--- src/rtl/led_pattern_engine.sv ---
// LED pattern generator: rotate, bounce, fill/drain or hold on a WIDTH-bit bar.
// Each pattern step is gated by en and slowed by a div+1 prescaler.
module led_pattern_engine #(
  parameter int unsigned WIDTH = 8,
  parameter int unsigned DIV_W = 4
) (
  input  logic             clk,
  input  logic             rst,
  input  logic             en,
  input  logic [1:0]       mode,
  input  logic             dir,
  input  logic [DIV_W-1:0] div,
  input  logic             load,
  input  logic [WIDTH-1:0] load_val,
  output logic [WIDTH-1:0] led,
  output logic             step
);

  localparam logic [1:0] ModeRot    = 2'b00;
  localparam logic [1:0] ModeBounce = 2'b01;
  localparam logic [1:0] ModeFill   = 2'b10;
  localparam logic [1:0] ModeHold   = 2'b11;

  logic [DIV_W-1:0] r_cnt;
  logic [WIDTH-1:0] r_led;
  logic             r_bdir;
  logic             r_phase;
  logic             r_step;

  logic             w_tick;
  logic [WIDTH-1:0] w_led_nxt;
  logic             w_bdir_nxt;
  logic             w_phase_nxt;

  // >= rather than == so that lowering div mid-count ticks at once.
  assign w_tick = en & (r_cnt >= div);

  // Next pattern value and bounce/fill state for a tick in the current mode.
  always_comb begin
    w_led_nxt   = r_led;
    w_bdir_nxt  = r_bdir;
    w_phase_nxt = r_phase;
    unique case (mode)
      ModeRot: begin
        if (!dir) w_led_nxt = {r_led[WIDTH-2:0], r_led[WIDTH-1]};
        else      w_led_nxt = {r_led[0], r_led[WIDTH-1:1]};
      end
      ModeBounce: begin
        if (!r_bdir) begin
          if (r_led[WIDTH-1]) begin
            w_led_nxt  = r_led >> 1;
            w_bdir_nxt = 1'b1;
          end else begin
            w_led_nxt  = r_led << 1;
          end
        end else begin
          if (r_led[0]) begin
            w_led_nxt  = r_led << 1;
            w_bdir_nxt = 1'b0;
          end else begin
            w_led_nxt  = r_led >> 1;
          end
        end
      end
      ModeFill: begin
        if (!r_phase) begin
          if (&r_led) begin
            w_led_nxt   = r_led << 1;
            w_phase_nxt = 1'b1;
          end else begin
            w_led_nxt   = (r_led << 1) | WIDTH'(1);
          end
        end else begin
          if (r_led == '0) begin
            w_led_nxt   = WIDTH'(1);
            w_phase_nxt = 1'b0;
          end else begin
            w_led_nxt   = r_led << 1;
          end
        end
      end
      ModeHold: begin
        w_led_nxt = r_led;
      end
      default: begin
        w_led_nxt = r_led;
      end
    endcase
  end

  // Prescaler counter; load restarts the count.
  always_ff @(posedge clk or posedge rst) begin
    if (rst) begin
      r_cnt <= '0;
    end else if (load) begin
      r_cnt <= '0;
    end else if (en) begin
      if (w_tick) r_cnt <= '0;
      else        r_cnt <= r_cnt + DIV_W'(1);
    end
  end

  // Pattern state and step pulse; load beats a same-cycle tick.
  always_ff @(posedge clk or posedge rst) begin
    if (rst) begin
      r_led   <= WIDTH'(1);
      r_bdir  <= 1'b0;
      r_phase <= 1'b0;
      r_step  <= 1'b0;
    end else if (load) begin
      r_led   <= load_val;
      r_bdir  <= dir;
      r_phase <= 1'b0;
      r_step  <= 1'b0;
    end else if (w_tick) begin
      r_led   <= w_led_nxt;
      r_bdir  <= w_bdir_nxt;
      r_phase <= w_phase_nxt;
      r_step  <= 1'b1;
    end else begin
      r_step  <= 1'b0;
    end
  end

  assign led  = r_led;
  assign step = r_step;

endmodule

--- config.mk ---
export PLATFORM = sky130hd
export DESIGN_NAME = led_pattern_engine
export DESIGN_NICKNAME = d
export VERILOG_FILES = /design/src/rtl/led_pattern_engine.sv
export SDC_FILE = /design/constraint.sdc
export NUM_CORES = 1
export LEC_CHECK = 0
export BUFFER_PORTS_ARGS = -buffer_cell sky130_fd_sc_hd__buf_2
export CAP_MARGIN = 20
export CORE_MARGIN = 3
export CORE_UTILIZATION = 35
export DETAILED_ROUTE_END_ITERATION = 12
export PLACE_DENSITY = 0.59
export SLEW_MARGIN = 20
export SYNTH_ARGS = -nofsm -noshare
export SYNTH_HDL_FRONTEND = slang
export SYNTH_SLANG_ARGS = --single-unit
export TNS_END_PERCENT = 30
--- constraint.sdc ---
create_clock -name clk -period 2.6 [get_ports clk]
set_input_delay 0.65 -clock clk [delete_from_list [all_inputs] [get_ports clk]]
set_output_delay 0.65 -clock clk [all_outputs]
set_load 0.02 [all_outputs]
==> flow_summary.ini <==
[outcome]
status = finished clean

[clock_tree]
cts.clk_slew.worst_paths_ns = 0.09
ctsResizeCount = 0
postCtsHoldBufs = 0
cts_setup_buffers = 0
cts_tree = done
cts_buffer_depth = 2
clkLatencyLatePin_ns = 0.28
cts_made_buffers = 3
clock-sinks = 15
cts_root_buf = clkbuf_4
h-tree-depth = 1

[logic_synthesis]
synth-seq-cells = 15
synth_top_area_share_pct = 29.0
ys_warn_count = 0
syn_inst = 140
ys_top_cells_by_area = dfrtp_1, ha_1, mux2i_1, inv_1, nand2_1
yosysTopAreaCell = dfrtp_1
synth.yosys.seq_area_share_pct = 31.1
syn_area_per_cell_um2 = 8.64
synth_edf_count = 0
ys_types = 48
async_flop_share_pct = 100
synth_area_um2 = 1210
synth_nets = 167
ys.flop_type = dfrtp_1

[min_path]
hp-class = primary input to async pin

[place]
gp_congestion = 0.806
portBuffers = 27
dpl.hpwl_um = 2260

[timing]
tightest_slew_ns = 0.587
hold_viol = 0
tns_ns = 0
finClkSkew_ns = 0.00123
slew_viol_final = 0
relSlewSlack_pct = 60.8
finalCritPeriodShare_pct = 81.9
rsz0062_at_grt = false
whs_ns = 0.414
period_needed_ns = 2.13
setup_violations = 0
fmax_ghz = 0.470

[worst_setup_path]
worstSetupStartpointType = flop
r2r-start = r_cnt[0]$_DFFE_PP0P_
cp.arrival_ns = 2.31
reg2reg_depth = 7
critPathMaxStageDelay_ns = 0.47
crit_path_top_delay_cell = a2111o_1
crit_required_ns = 2.78
rr_endpoint = led[4]$_DFFE_PP0P_
path_class = flop to flop
startpoint = r_cnt[0]$_DFFE_PP0P_
crit_fanout = 8
crit_chain = inv_1 > ha_1 > nand2b_4 > a2111o_1 > a31oi_4 > nor2_2 > a221oi_1
rrSetupSlack_ns = 0.47
end_kind = flop

[grt]
antenna_found_initial = 0
grt_start_max_net_pins = 24
grt_use_total_pct = 15.3
grt-ovfl-total = 0
grt_pass1_wl_um = 5180
grt_pass1_vias = 1117

[layout]
area_growth_pct = 15.6
antenna_cells = 0
num-nets-final = 193
drive_gt1_share_pct = 24.2

[drt]
vias = 1141
drt_pass1_iterations = 4
drc = 0
drtAntennaViolNets = 0
totalWireLength_um = 2890
drt_iter0_drc = 111
avgRoutedWirePerCell_um = 13.8
vias_per_cell = 5.46

[floorplanning]
dieHeight_um = 64.8
core-area_um2 = 3180
io_pins = 28
start_util_pct = 38.1
die_w_um = 64.8
std_cell_rows = 20
die-area_um2 = 4200

[pwr]
switching_share_pct = 37.1
comb_power_share_pct = 33.7
switchingPower_w = 0.000244
power_w = 0.000658
cellInternalPower_w = 0.000414
power_density_nw_per_um2 = 470
peakVddDrop_v = 0.000279
power.leakage_nw = 0.667
p_clk_share_pct = 20.6
p_seq_share_pct = 45.6

[job]
maxCapViolCount = 0
[cell usage in the layout (no fill, tap or decap), drive strengths merged, types with 3 or more instances in the layout]
cell type	instances
inv	13
ha	8
nand3	3
mux2i	5
a21oi	8
nor3	8
buf	28
dfrtp	14
a31oi	3
clkbuf	4
o21ai	9
a221oi	4
nor2b	7
nor2	5
nand2	12
a22oi	4
[worst max path at each step]
| stage | to | depth (start not counted) | slack, ns |
|---|---|---|---|
| floorplan | led[0]$_DFFE_PP1P_ | 7 | 0.47 |
| global placement | led[4]$_DFFE_PP0P_ | 7 | 0.25 |
| detailed placement | led[4]$_DFFE_PP0P_ | 7 | 0.18 |
| CTS | led[4]$_DFFE_PP0P_ | 7 | 0.45 |
| global route | led[4]$_DFFE_PP0P_ | 7 | 0.25 |
| finish | led[4]$_DFFE_PP0P_ | 7 | 0.47 |
[per-layer routing]
layer	GRT usage, %	wire length (um)	share of wire, %
met1	20.4	1340	46
met2	25.0	1390	48
met4	4.22	16	0.55
met3	3.12	149	5.2
met5	0	0	0
[Yosys cell counts (all sizes together) (3+ instances only)]
| cell | count |
|---|---|
| nor2b | 7 |
| dfrtp | 14 |
| buf | 3 |
| a221oi | 4 |
| mux2i | 5 |
| a31oi | 3 |
| inv | 13 |
| nand3 | 3 |
| nor3 | 8 |
| clkbuf | 4 |
| nand2 | 12 |
| a22oi | 4 |
| o21ai | 9 |
| ha | 8 |
| a21oi | 8 |
| nor2 | 5 |
[cells by family (layout without fill, tap and decap cells)]
logic type	after synthesis	in the layout	share of synthesized area [%]
and+or+nand+nor	47	47	21.4
AOI/OAI and AO/OA	41	41	25.0
buffers and inverters	20	45	6.93
DFF	15	15	31.1
adders and majority gates	8	8	8.27
muxes	6	6	5.07
xor gates and xnor gates	3	3	2.17
[critical path, delay by kind of cell (launching register included)]
kind	cells	cell delay [ns]
flip-flops	1	0.43
buffers and inverters	1	0.06
AO/OA/AOI/OAI	3	1.03
AND/OR/NAND/NOR	2	0.24
adder cells (fa/ha/maj)	1	0.27
[flip-flops by register name (all words and copies together) (netlist names)]
name / flops
led: 8
r_cnt: 4
r_bdir: 1
r_phase: 1
step: 1
[through the flow]
stage	util (%)	area (um2)	instances	setup WS [ns]
3_3_place_gp	43.2	1370	205	0.246
3_5_place_dp	43.2	1370	205	0.183
2_1_floorplan	-	1210	140	0.469
6_report	44.0	1400	209	0.472
4_1_cts	44.0	1400	209	0.447
5_1_grt	44.0	1400	209	0.253
[area by class of cell]
| class | count | area (um2) |
|---|---|---|
| well taps | 44 | 55.1 |
| multi-input cells | 105 | 749 |
| fillers | 328 | 1780 |
| repair buffers | 28 | 143 |
| clock buffers | 4 | 26.3 |
| flip-flops and latches | 15 | 377 |
| inverters | 13 | 48.8 |
[power by group through the flow]
stage / clock, W / sequential [W] / combinational [W]
finish: 0.000136 / 0.000300 / 0.000222
global route: 0.000156 / 0.000307 / 0.000251
CTS: 0.000140 / 0.000300 / 0.000225
detailed placement: 0 / 0.000305 / 0.000224
global placement: 0 / 0.000304 / 0.000221
floorplan: 0 / 0.000310 / 0.000146
Power figures use the tool's default switching activity.
